[config.mk]
export PLATFORM = sky130hd
export DESIGN_NAME = de4_sopc_clock_xing_req_arbiter
export DESIGN_NICKNAME = d
export VERILOG_FILES = /design/src/rtl/de4_sopc_clock_xing_pkg.sv /design/src/rtl/de4_sopc_clock_xing_rr_arb.sv /design/src/rtl/de4_sopc_clock_xing_req_arbiter.sv
export SDC_FILE = /design/constraint.sdc
export NUM_CORES = 1
export LEC_CHECK = 0
export CORE_MARGIN = 1
export CORE_UTILIZATION = 47
export DETAILED_ROUTE_END_ITERATION = 7
export GPL_TIMING_DRIVEN = 0
export PLACE_DENSITY = 0.91
export SLEW_MARGIN = 20
export SYNTH_ARGS = -nofsm -noshare
export SYNTH_HDL_FRONTEND = slang
export SYNTH_SLANG_ARGS = --single-unit
[constraint.sdc]
create_clock -name clock -period 5.3 [get_ports clock]
set_input_delay 0.795 -clock clock [delete_from_list [all_inputs] [get_ports clock]]
set_output_delay 0.795 -clock clock [all_outputs]
set_load 0.02 [all_outputs]
[src/rtl/de4_sopc_clock_xing_pkg.sv]
// Shared types and helpers for the clock-crossing request arbiter.
// rr_pick works on an 8-wide request vector so any NUM_REQ up to 8 can share it.
package de4_sopc_clock_xing_pkg;

  typedef enum logic [1:0] {
    IDLE     = 2'd0,
    LAUNCH   = 2'd1,
    WAIT_ACK = 2'd2
  } state_e;

  localparam int DEFAULT_TIMEOUT = 255;
  localparam int MAX_REQ         = 8;
  localparam int IDX_W           = 3;

  typedef struct packed {
    logic             vld;
    logic [IDX_W-1:0] idx;
  } rr_pick_t;

  function automatic rr_pick_t rr_pick(input logic [MAX_REQ-1:0] req,
                                       input logic [IDX_W-1:0]   ptr,
                                       input int                 num_req);
    rr_pick_t         res;
    int               pos;
    logic [IDX_W-1:0] pos_idx;
    res = '0;
    // Scan farthest-first so the nearest set bit at/after ptr is written last.
    for (int k = MAX_REQ - 1; k >= 0; k--) begin
      if (k < num_req) begin
        pos     = (int'(ptr) + k) % num_req;
        pos_idx = pos[IDX_W-1:0];
        if (req[pos_idx]) begin
          res.vld = 1'b1;
          res.idx = pos_idx;
        end
      end
    end
    return res;
  endfunction

endpackage

[src/rtl/de4_sopc_clock_xing_rr_arb.sv]
// Combinational round-robin picker: first set request at or after ptr_i, wrapping.
module de4_sopc_clock_xing_rr_arb
  import de4_sopc_clock_xing_pkg::*;
#(
  parameter int NUM_REQ = 4
) (
  input  logic [NUM_REQ-1:0] req_i,
  input  logic [IDX_W-1:0]   ptr_i,
  output logic               vld_o,
  output logic [IDX_W-1:0]   idx_o
);

  logic [MAX_REQ-1:0] req_ext;
  rr_pick_t           pick;

  always_comb begin
    req_ext              = '0;
    req_ext[NUM_REQ-1:0] = req_i;
    pick                 = rr_pick(req_ext, ptr_i, NUM_REQ);
  end

  assign vld_o = pick.vld;
  assign idx_o = pick.idx;

endmodule

[src/rtl/de4_sopc_clock_xing_req_arbiter.sv]
// Shares one toggle-handshake crossing channel between NUM_REQ requesters:
// round-robin pick, one transfer in flight, ack-edge detect, timeout abort.
module de4_sopc_clock_xing_req_arbiter
  import de4_sopc_clock_xing_pkg::*;
#(
  parameter int NUM_REQ = 4,
  parameter int DATA_W  = 32,
  parameter int TIMEOUT = DEFAULT_TIMEOUT
) (
  input  logic                      clock,
  input  logic                      reset,
  input  logic [NUM_REQ-1:0]        req,
  input  logic [NUM_REQ*DATA_W-1:0] req_data,
  output logic [NUM_REQ-1:0]        grant,
  output logic                      grant_err,
  output logic                      xfer_toggle,
  output logic [DATA_W-1:0]         xfer_data,
  input  logic                      ack_toggle,
  output logic                      busy,
  output logic                      spurious_ack
);

  localparam logic [15:0] TO_LAST = 16'(TIMEOUT - 1);

  state_e               state_q, state_d;
  logic [IDX_W-1:0]     rr_ptr_q, idx_q, idx_next;
  logic [DATA_W-1:0]    data_hold_q, xfer_data_q;
  logic                 xfer_toggle_q, ack_d1_q, spurious_q, grant_err_q;
  logic [NUM_REQ-1:0]   grant_q;
  logic [15:0]          cnt_q;
  logic                 ack_edge, timeout_hit, pick_vld;
  logic [IDX_W-1:0]     pick_idx;
  logic [DATA_W-1:0]    req_slice [MAX_REQ];

  for (genvar i = 0; i < MAX_REQ; i++) begin : g_slice
    if (i < NUM_REQ) begin : g_used
      assign req_slice[i] = req_data[i*DATA_W +: DATA_W];
    end else begin : g_unused
      assign req_slice[i] = '0;
    end
  end

  de4_sopc_clock_xing_rr_arb #(.NUM_REQ(NUM_REQ)) u_rr_arb (
    .req_i (req),
    .ptr_i (rr_ptr_q),
    .vld_o (pick_vld),
    .idx_o (pick_idx)
  );

  assign ack_edge    = ack_toggle ^ ack_d1_q;
  assign timeout_hit = (cnt_q == TO_LAST);
  assign idx_next    = (idx_q == IDX_W'(NUM_REQ - 1)) ? '0 : idx_q + IDX_W'(1);

  always_ff @(posedge clock) begin
    if (reset) state_q <= IDLE;
    else       state_q <= state_d;
  end

  always_comb begin
    state_d = state_q;
    case (state_q)
      IDLE:     if (pick_vld) state_d = LAUNCH;
      LAUNCH:   state_d = WAIT_ACK;
      WAIT_ACK: if (ack_edge || timeout_hit) state_d = IDLE;
      default:  state_d = IDLE;
    endcase
  end

  always_comb begin
    busy = (state_q == LAUNCH) || (state_q == WAIT_ACK);
  end

  always_ff @(posedge clock) begin
    if (reset) begin
      // Track the live ack level through reset so release never looks like an edge.
      ack_d1_q      <= ack_toggle;
      rr_ptr_q      <= '0;
      idx_q         <= '0;
      data_hold_q   <= '0;
      xfer_data_q   <= '0;
      xfer_toggle_q <= 1'b0;
      cnt_q         <= '0;
      grant_q       <= '0;
      grant_err_q   <= 1'b0;
      spurious_q    <= 1'b0;
    end else begin
      ack_d1_q    <= ack_toggle;
      grant_q     <= '0;
      grant_err_q <= 1'b0;
      if (ack_edge && (state_q != WAIT_ACK)) spurious_q <= 1'b1;
      case (state_q)
        IDLE: begin
          if (pick_vld) begin
            idx_q       <= pick_idx;
            data_hold_q <= req_slice[pick_idx];
          end
        end
        LAUNCH: begin
          xfer_toggle_q <= ~xfer_toggle_q;
          xfer_data_q   <= data_hold_q;
          cnt_q         <= '0;
        end
        WAIT_ACK: begin
          if (ack_edge || timeout_hit) begin
            grant_q     <= NUM_REQ'(1) << idx_q;
            grant_err_q <= ~ack_edge;
            rr_ptr_q    <= idx_next;
          end else begin
            cnt_q <= cnt_q + 16'd1;
          end
        end
        default: ;
      endcase
    end
  end

  assign grant        = grant_q;
  assign grant_err    = grant_err_q;
  assign xfer_toggle  = xfer_toggle_q;
  assign xfer_data    = xfer_data_q;
  assign spurious_ack = spurious_q;

endmodule

== After elaboration in Yosys (flattened, before gate mapping) ==
Index checks and enable logic that the tools add are counted.

* Latch bits: 0
* Output and inout port bits: 40
* Memories kept: 0
* Memory bits (read-only): 0
* Input port bits: 135
* Logic and storage cells: 73
* Flip-flop bits (word level): 95
* RAM bits: 0

* Reduce and logical (&&, ||, !) cells: 13
* Div/mod/pow operators: 0
* $lt $le $gt $ge: 5
* Add/sub/neg operators: 5
* Muxes and demuxes: 21
* Shift-type cells: 1
* $mul: 0
* Bitwise gates (word level): 9
* Equal/unequal tests: 8

{| class="wikitable"
|+ Operator list
! operator !! number
|-
| 32-bit binary-select mux with 3-bit select || 1
|-
| 32-bit two-way mux || 2
|-
| 16-bit one-hot mux with 2 select lines || 1
|-
| 16-bit by 1-bit adder with 16-bit output (second input constant) || 1
|-
| 16-bit by 8-bit == test with 1-bit output (second input constant) || 1
|-
| 16-bit two-way mux || 1
|-
| 4-bit two-way mux || 4
|-
| 3-bit by 4-bit less-than comparator with 1-bit output (second input constant) || 3
|-
| 1-bit binary-select mux with 3-bit select || 3
|-
| 2-bit AND reduction || 4
|-
| 2-bit two-way mux || 3
|-
| 2-bit one-hot mux with 3 select lines || 1
|-
| 2-bit OR reduction || 3
|-
| 2-bit by 1-bit adder with 2-bit output (second input constant) || 2
|-
| 2-bit adder (second input constant) || 2
|-
| 4-bit greater-or-equal comparator (second input constant) || 1
|-
| 2-bit by 4-bit less-than comparator with 1-bit output (second input constant) || 1
|-
| 1-bit two-way mux || 4
|-
| 2-bit by 1-bit inequality test with 1-bit output (second input constant) || 2
|-
| 2-bit inequality test (second input constant) || 2
|-
| 1-bit inverter || 4
|-
| 3-bit inverter with 4-bit output || 1
|-
| 1-bit by 3-bit << shifter with 4-bit output (first input constant) || 1
|-
| 1-bit AND (first input constant) || 3
|-
| other kinds (10) || 11
|}

== Logic depth before layout (Yosys ltp) ==
Gate-level depths: netlist of run 1.

* Word-level depth: 13
* Gate-level depth with buffers: 9
* Gate-level depth less buffers: 7

== Hierarchy ==
A second synthesis of run 1 with hierarchy kept.

* Cell total of the unflattened synthesis: 448
* Area total of the unflattened synthesis: 4611.9 um^2

{| class="wikitable"
|+ By module, submodules not included
! module !! cells an instance !! area each (um^2) !! seq. area each (um^2) !! times used
|-
| de4_sopc_clock_xing_req_arbiter || 431 || 4519.3 || 1921.8 || 1
|-
| de4_sopc_clock_xing_rr_arb || 17 || 92.6 || 0.0 || 1
|}

== Least setup slack after synthesis of run 1 ==
No wires, ideal clock.

* Kind: input to register
* Start: input port req[3]
* End: register data_hold_q[0]
* Slack: 3.242 ns
* Data arrival time: 1.925 ns
* Required time: 5.167 ns
* Setup time: 0.133 ns
* Path buffers: 1
* Cell stages on the path: 6
* Cells stage by stage: or4_4 nand2_1 nor2_1 nand2b_2 buf_2 o221ai_1

* Cells in the longest elaborated chain, start to end: 10

{| class="wikitable"
|+ RTL lines
! element !! line !! text
|-
| start: declaration || de4_sopc_clock_xing_req_arbiter.sv:12 || <nowiki>input logic [NUM_REQ-1:0] req,</nowiki>
|-
| 1-bit binary-select mux with 3-bit select || de4_sopc_clock_xing_pkg.sv:32 || <nowiki>if (req[pos_idx]) begin</nowiki>
|-
| 1-bit two-way mux (implied by the code) || de4_sopc_clock_xing_pkg.sv:32 ||
|-
| 4-bit two-way mux (3 in series) || de4_sopc_clock_xing_pkg.sv:32 ||
|-
| 4-bit two-way mux (*) || de4_sopc_clock_xing_pkg.sv:32 ||
|-
| 3-bit inverter with 4-bit output (implied by the code) || de4_sopc_clock_xing_req_arbiter.sv:95 || <nowiki>data_hold_q <= req_slice[pick_idx];</nowiki>
|-
| 32-bit binary-select mux with 3-bit select || de4_sopc_clock_xing_req_arbiter.sv:95 ||
|-
| 32-bit two-way mux (implied by the code) (2 in series) || de4_sopc_clock_xing_req_arbiter.sv:95 ||
|-
| end signal: assignment || de4_sopc_clock_xing_req_arbiter.sv:95 ||
|-
| end: declaration || de4_sopc_clock_xing_req_arbiter.sv:27 || <nowiki>logic [DATA_W-1:0] data_hold_q, xfer_data_q;</nowiki>
|}

Every way passes the cells marked *; elsewhere a longest branch is shown, timed or not. The select of a mux whose other input is x is not followed.
A chain may end at the register's enable or synchronous reset.

== Final worst setup path of run 1 ==
* Start: register state_q[0]
* End: output port busy

* Cells in the longest elaborated chain, start to end: 2

{| class="wikitable"
|+ RTL lines
! element !! line !! text
|-
| start: declaration || de4_sopc_clock_xing_req_arbiter.sv:25 || <nowiki>state_e state_q, state_d;</nowiki>
|-
| start signal: assignment || de4_sopc_clock_xing_req_arbiter.sv:56 || <nowiki>else state_q <= state_d;</nowiki>
|-
| 2-bit by 1-bit == test with 1-bit output or 2-bit == test (tied branches) || de4_sopc_clock_xing_req_arbiter.sv:70 || <nowiki>busy = (state_q == LAUNCH) || (state_q == WAIT_ACK);</nowiki>
|-
| 1-bit logical OR (*) || de4_sopc_clock_xing_req_arbiter.sv:70 ||
|-
| end: declaration || de4_sopc_clock_xing_req_arbiter.sv:19 || <nowiki>output logic busy,</nowiki>
|}

Every way passes the cells marked *; elsewhere a longest branch is shown, timed or not.

==> qor.csv, run 1 <==
stage,metric,value,unit
run_status,outcome,completed,
drt,via_per_inst,5.60,
worst_setup_path,start_kind,flop,
synth,yosysTopAreaCellShare,42.4,%
die,die_y,99.1,um
clock_tree,post_cts_buffers,0,
placement,dp_hpwl,10000,um
global_routing,grt_max_degree,15,
synth,ys_ff_latch,94,
timing,worst_slack,2.75,ns
worst_setup_path,critPathSlowestCell,clkdlybuf4s50_1,
pwr,swShare,28.1,%
global_routing,antenna_found_initial,0,
timing,grt_setup_unrepaired,no,
clock_tree,cts_tree,built,
synth,syn-num-nets,603,
die,dieArea,9820,um2
timing,finalHoldViolCount,0,
synth,ys_types,47,
clock_tree,hold_buffers,0,
die,fp-row-count,35,
finish,finalNetCount,787,
drt,drtIter0Drc,186,
synth,synth_area,4430,um2
synth,yosys.area.top_type,dfxtp_1,
timing,fmax,0.393,GHz
timing,relSlewSlack,65.9,%
timing,period_share,48.0,%
synth,synth_warnings,0,
timing,tns,0,ns
drt,dr.pass1.iters,4,
global_routing,met2_usage,48.5,%
global_routing,gr-usage-met3,5.20,%
timing,period_needed,2.55,ns
finish,synthToLayoutAreaGrowth,46.4,%
clock_tree,cts.root.buffer_cell,clkbuf_8,
worst_setup_path,cp_cell_sequence,inv_1 > ha_1 > clkdlybuf4s50_1,
timing,setup_violations,0,
finish,antenna_cells,0,
finish,num-fill-cells,668,
global_routing,grt_pass1_wl,20700,um
synth,ys_top_cells_by_area,"dfxtp_1, mux2i_1, o221ai_1",
clock_tree,cts-resized-gates,0,
clock_tree,numCtsBuffers,9,
die,start_util,48.2,%
die,ios,175,
die,core-area,9200,um2
clock_tree,cts_num_sinks,94,
global_routing,grt_use_met1,30.6,%
drt,vias,4250,
worst_setup_path,end_kind,output port,
global_routing,top_usage_layer,met2,
pwr,p_per_area,262,nW/um2
placement,io_buffers,173,
clock_tree,clk_pin_slew,0.09,ns
pwr,internal-power,1.22,mW
worst_setup_path,cpPeakStageDelay,0.61,ns
clock_tree,h-tree-depth,3,
global_routing,grt_usage,26.6,%
drt,wl,12900,um
timing,report.final.slew_viol_count,0,
hold_path,min_path_type,reg -> reg,
worst_setup_path,crit_fanout,4,
worst_setup_path,required,4.51,ns
clock_tree,cts_buffer_depth,2,
timing,finClkSkew,0.0118,ns
global_routing,grt_overflow,0,
clock_tree,clk_latency,0.35,ns
pwr,clock_power_share,27.5,%
job,max_cap_viol_count,0,
drt,wire_per_inst,17.0,um
pwr,p_leak,2.37,nW
placement,gp_congestion,0.833,
synth,synth-seq-area-share,42.4,%
global_routing,grt_pass1_vias,4374,
placement,place_ws,2.52,ns
die,die_width,99.1,um
placement,place_area,6300,um2
pwr,p_comb_share,25.3,%
pwr,vdd_drop_max,217,uV
pwr,switchingPower,0.478,mW
finish,drive_gt1_share,7.72,%
worst_setup_path,critPathBufInv,2,
synth,syn_inst,461,
worst_setup_path,path_class,reg -> out,
worst_setup_path,crit_family,buffers and inverters,
worst_setup_path,arrival,1.75,ns
pwr,seqPwrFrac,47.2,%
timing,worst_slew_pin_slew,0.512,ns
drt,ant_nets,0,
finish,design_area,6490,um2
synth,syn-mean-instance-area,9.62,um2
drt,drc,0,
## synth_stat cells, drive strengths merged
| master | number |
|---|---|
| nand4 | 3 |
| nor4bb | 2 |
| nand3 | 8 |
| and2 | 1 |
| dfxtp | 94 |
| or4 | 2 |
| buf | 25 |
| a21oi | 25 |
| nor4 | 1 |
| nor4b | 3 |
| and4 | 2 |
| inv | 11 |
| a211oi | 1 |
| a21o | 2 |
| a31o | 1 |
| mux2i | 99 |
| nor2 | 45 |
| o221ai | 32 |
| or3 | 12 |
| dlygate4sd1 | 1 |
| or2 | 1 |
| o32ai | 2 |
| xor2 | 1 |
| ha | 7 |
| nand2b | 3 |
| clkbuf | 6 |
| o21ai | 12 |
| nand2 | 49 |
| a221oi | 1 |
| a22o | 1 |
| xnor2 | 2 |
| o31ai | 1 |
| nor3 | 5 |
## layout by cell type (no fill, tap or decap), types with 2 or more instances in the layout
master           synthesis  routed
o32ai_1                  2       2
o21ai_1                  2       2
nor3_1                   4       4
nand2b_1                 2       2
buf_6                    4       4
clkbuf_8                 0      10
nor2_1                  45      45
nand2_1                 48      48
clkbuf_1                 6       7
or3_1                   11      11
ha_1                     7       7
nor4b_1                  3       3
inv_1                   11      11
clkdlybuf4s50_1          0     173
dfxtp_1                 94      94
a21oi_1                 23      23
o21ai_0                 10      10
buf_4                    5       5
a21oi_2                  2       2
xnor2_1                  2       2
mux2i_1                 99      99
buf_2                   15      15
nand4_1                  2       2
o221ai_1                32      32
nand3_1                  8       8
## power by group through the flow
stage | clock network (mW) | logic (mW) | registers (mW)
after global placement | 0 | 0.416 | 0.814
after detailed placement | 0 | 0.429 | 0.819
after global routing | 0.502 | 0.464 | 0.811
final | 0.468 | 0.431 | 0.803
after CTS | 0.474 | 0.431 | 0.803
after floorplan | 0 | 0.212 | 0.831
## layout make-up
| type | count | area (um2) | share of cell area (%) |
|---|---|---|---|
| sequential | 94 | 1880 | 29.0 |
| buffer | 32 | 193 | 2.97 |
| inverter | 11 | 41.3 | 0.636 |
| timing repair buffer | 173 | 1730 | 26.7 |
| clock buffer | 11 | 141 | 2.18 |
| multi-input combinational | 324 | 2320 | 35.7 |
| clock inverter | 3 | 46.3 | 0.713 |
| tap | 111 | 139 | 2.14 |
## layer usage
metal  vias to the layer above  routed length, um
met4                         0                336
met2                       150               6810
met1                      2039               5140
li1                       2033                  -
met3                        28                579
met5                         -                  0
## kinds of logic (layout without fill, tap and decap cells)
family | Yosys count | in the layout | share of synthesized area (%)
adders and majority gates | 7 | 7 | 1.98
and+or+nand+nor | 137 | 137 | 14.8
xor gates and xnor gates | 3 | 3 | 0.593
AOI/OAI and AO/OA | 78 | 78 | 12.5
buffers and inverters | 43 | 230 | 5.28
DFF | 94 | 94 | 42.4
muxes | 99 | 99 | 22.4
## state kept, by name (all words and copies together) (netlist names)
register	flops
spurious_ack	1
data_hold_q	32
rr_ptr_q	2
grant	4
state_q	2
grant_err	1
cnt_q	16
xfer_toggle	1
ack_d1_q	1
xfer_data	32
idx_q	2
## worst register-to-register path, stage by stage (launching register included)
cell and delay (ns):
dfxtp_1 0.36, inv_1 0.09, ha_1 0.16, nor4b_1 0.39, and4_1 0.29, o21ai_1 0.11, buf_2 0.21, nor4bb_1 0.48
## per-stage QoR
stage	util, %	power, mW	hold WS [ns]	instances
5_1_grt	70.6	1.78	0.499	759
4_1_cts	70.6	1.71	0.474	759
3_5_place_dp	68.5	1.25	0.447	745
3_3_place_gp	68.5	1.23	0.447	745
6_report	70.6	1.70	0.479	759
2_1_floorplan	-	1.04	0.432	461
## final timing paths
| check | end | slack, ns | start | cells after the start |
|---|---|---|---|---|
| max | busy | 2.75 | state_q[0] | 3 |
| min | data_hold_q[14] | 0.48 | data_hold_q[14] | 2 |
| max reg2reg | grant[3] | 3.07 | cnt_q[0] | 7 |
| min reg2reg | data_hold_q[14] | 0.48 | data_hold_q[14] | 2 |
No activity file was read; power rests on OpenSTA's default activity.
==> run 2, diff against run 1 <==
CORE_UTILIZATION = 44   (was 47)
PLACE_DENSITY = 0.86   (was 0.91)
clock period = 2.4 ns   (was 5.3 ns; I/O delays follow)
==> run 2 against run 1 <==
  * Flip-flop and latch count stayed put
  * Via count shrank 2.5%
  * First-iteration DRC count is 27% lower
  * Cell area up 0.71%
  * Hold slack worse by 0.0041 ns
  * Critical endpoint is now cnt_q[8]
  * Highest routed layer unchanged
==> qor.csv, run 2 (synthesized netlist as in run 1, its figures left out) <==
stage,metric,value,unit
pwr,vdd_drop_max,388,uV
global_routing,grt_max_degree,17,
clock_tree,clk_latency,0.35,ns
drt,wl,12000,um
timing,worst_slew_pin_slew,0.538,ns
die,die_y,102,um
timing,period_needed,2.15,ns
pwr,switchingPower,1.06,mW
placement,dp.cells,767,
timing,finalHoldViolCount,0,
finish,design_area,6540,um2
placement,gp_congestion,0.817,
pwr,swShare,28.1,%
die,start_util,45.4,%
clock_tree,cts_tree,built,
drt,drc,0,
drt,drtIter0Drc,135,
global_routing,grt_pass1_vias,4078,
placement,dp_hpwl,9380,um
global_routing,grt_usage,23.4,%
drt,ant_nets,0,
timing,worst_slack,0.248,ns
clock_tree,cts-resized-gates,0,
finish,stdcell_count,783,
finish,synthToLayoutAreaGrowth,47.5,%
clock_tree,post_cts_buffers,0,
clock_tree,clk_pin_slew,0.09,ns
pwr,p_leak,2.38,nW
die,ios,175,
placement,place_area,6330,um2
worst_setup_path,critPathSlowestCell,or3_2,
run_status,outcome,completed,
drt,wire_per_inst,15.4,um
pwr,p_comb_share,24.8,%
timing,setup_violations,0,
pwr,power,3.78,mW
finish,final_cell_mix,"clkdlybuf4s50_1, mux2i_1, dfxtp_1",
die,fp-row-count,36,
finish,antenna_cells,0,
clock_tree,cts_buffer_depth,2,
worst_setup_path,arrival,2.44,ns
worst_setup_path,cp_cell_sequence,inv_1 > ha_1 > buf_2 > nand4_1 > nor2_1 > a21oi_1 > buf_2 > or3_2 > a21oi_1,
worst_setup_path,end_kind,flop,
clock_tree,hold_buffers,0,
job,max_cap_viol_count,0,
finish,final_common_cell,clkdlybuf4s50_1,
clock_tree,cts.root.buffer_cell,clkbuf_8,
clock_tree,h-tree-depth,3,
pwr,seqPwrFrac,46.8,%
pwr,p_per_area,578,nW/um2
global_routing,grt_overflow,0,
finish,drive_gt1_share,8.15,%
timing,period_share,89.6,%
worst_setup_path,path_class,reg -> reg,
timing,fmax,0.465,GHz
die,die_width,102,um
drt,vias,4142,
drt,via_per_inst,5.29,
die,dieArea,10500,um2
clock_tree,cts_num_sinks,94,
finish,finalNetCount,787,
global_routing,antenna_found_initial,0,
die,core-area,9770,um2
drt,dr.pass1.iters,5,
placement,io_buffers,173,
worst_setup_path,required,2.68,ns
timing,tns,0,ns
timing,finClkSkew,0.00879,ns
worst_setup_path,crit_fanout,10,
worst_setup_path,cpPeakStageDelay,0.42,ns
worst_setup_path,start_kind,flop,
timing,grt_setup_unrepaired,no,
pwr,internal-power,2.72,mW
timing,report.final.slew_viol_count,0,
clock_tree,numCtsBuffers,9,
hold_path,min_path_type,reg -> reg,
global_routing,grt_pass1_wl,18900,um
placement,place_ws,0.0549,ns
pwr,clock_power_share,28.4,%
timing,relSlewSlack,64.1,%
[run 2: critical path: cells and delay by family (launching register included)]
kind	cells	cell delay, ns
simple gates	3	0.68
buf+inv	3	0.45
flops	1	0.40
fa+ha+maj	1	0.31
compound gates	2	0.24
[run 2: final timing paths]
path | start | endpoint | slack [ns] | cells past startpoint
max | state_q[0] | cnt_q[8] | 0.25 | 9
min | data_hold_q[31] | data_hold_q[31] | 0.47 | 2
max reg2reg | state_q[0] | cnt_q[8] | 0.25 | 9
min reg2reg | data_hold_q[31] | data_hold_q[31] | 0.47 | 2
[run 2: power by group through the flow]
stage	Sequential (mW)	Clock (mW)	Combinational, mW
3_5_place_dp	1.81	0	0.937
3_3_place_gp	1.80	0	0.914
2_1_floorplan	1.84	0	0.468
6_report	1.77	1.07	0.937
4_1_cts	1.77	1.09	0.942
5_1_grt	1.79	1.16	1.01
[run 2: area by class of cell]
type,instances,area (um2)
plain buffers,32,193
clock buffers,10,138
clock inverters,6,68.8
fillers,802,3240
inverters,11,41.3
multi-input cells,324,2320
flip-flops and latches,94,1880
well taps,133,166
repair buffers,173,1730
[run 2: layer usage]
| metal | wire length (um) | global-route usage (%) | part of all wire, % |
|---|---|---|---|
| met3 | 682 | 4.38 | 5.7 |
| met2 | 6070 | 41.5 | 50 |
| met4 | 230 | 9.89 | 1.9 |
| met5 | 0 | 0 | 0 |
| met1 | 5060 | 27.5 | 42 |
[run 2: metrics by stage]
step / util, % / hold WS, ns
2_1_floorplan: - / 0.388
3_3_place_gp: 64.8 / 0.444
3_5_place_dp: 64.8 / 0.452
4_1_cts: 66.9 / 0.474
5_1_grt: 66.9 / 0.486
6_report: 66.9 / 0.475
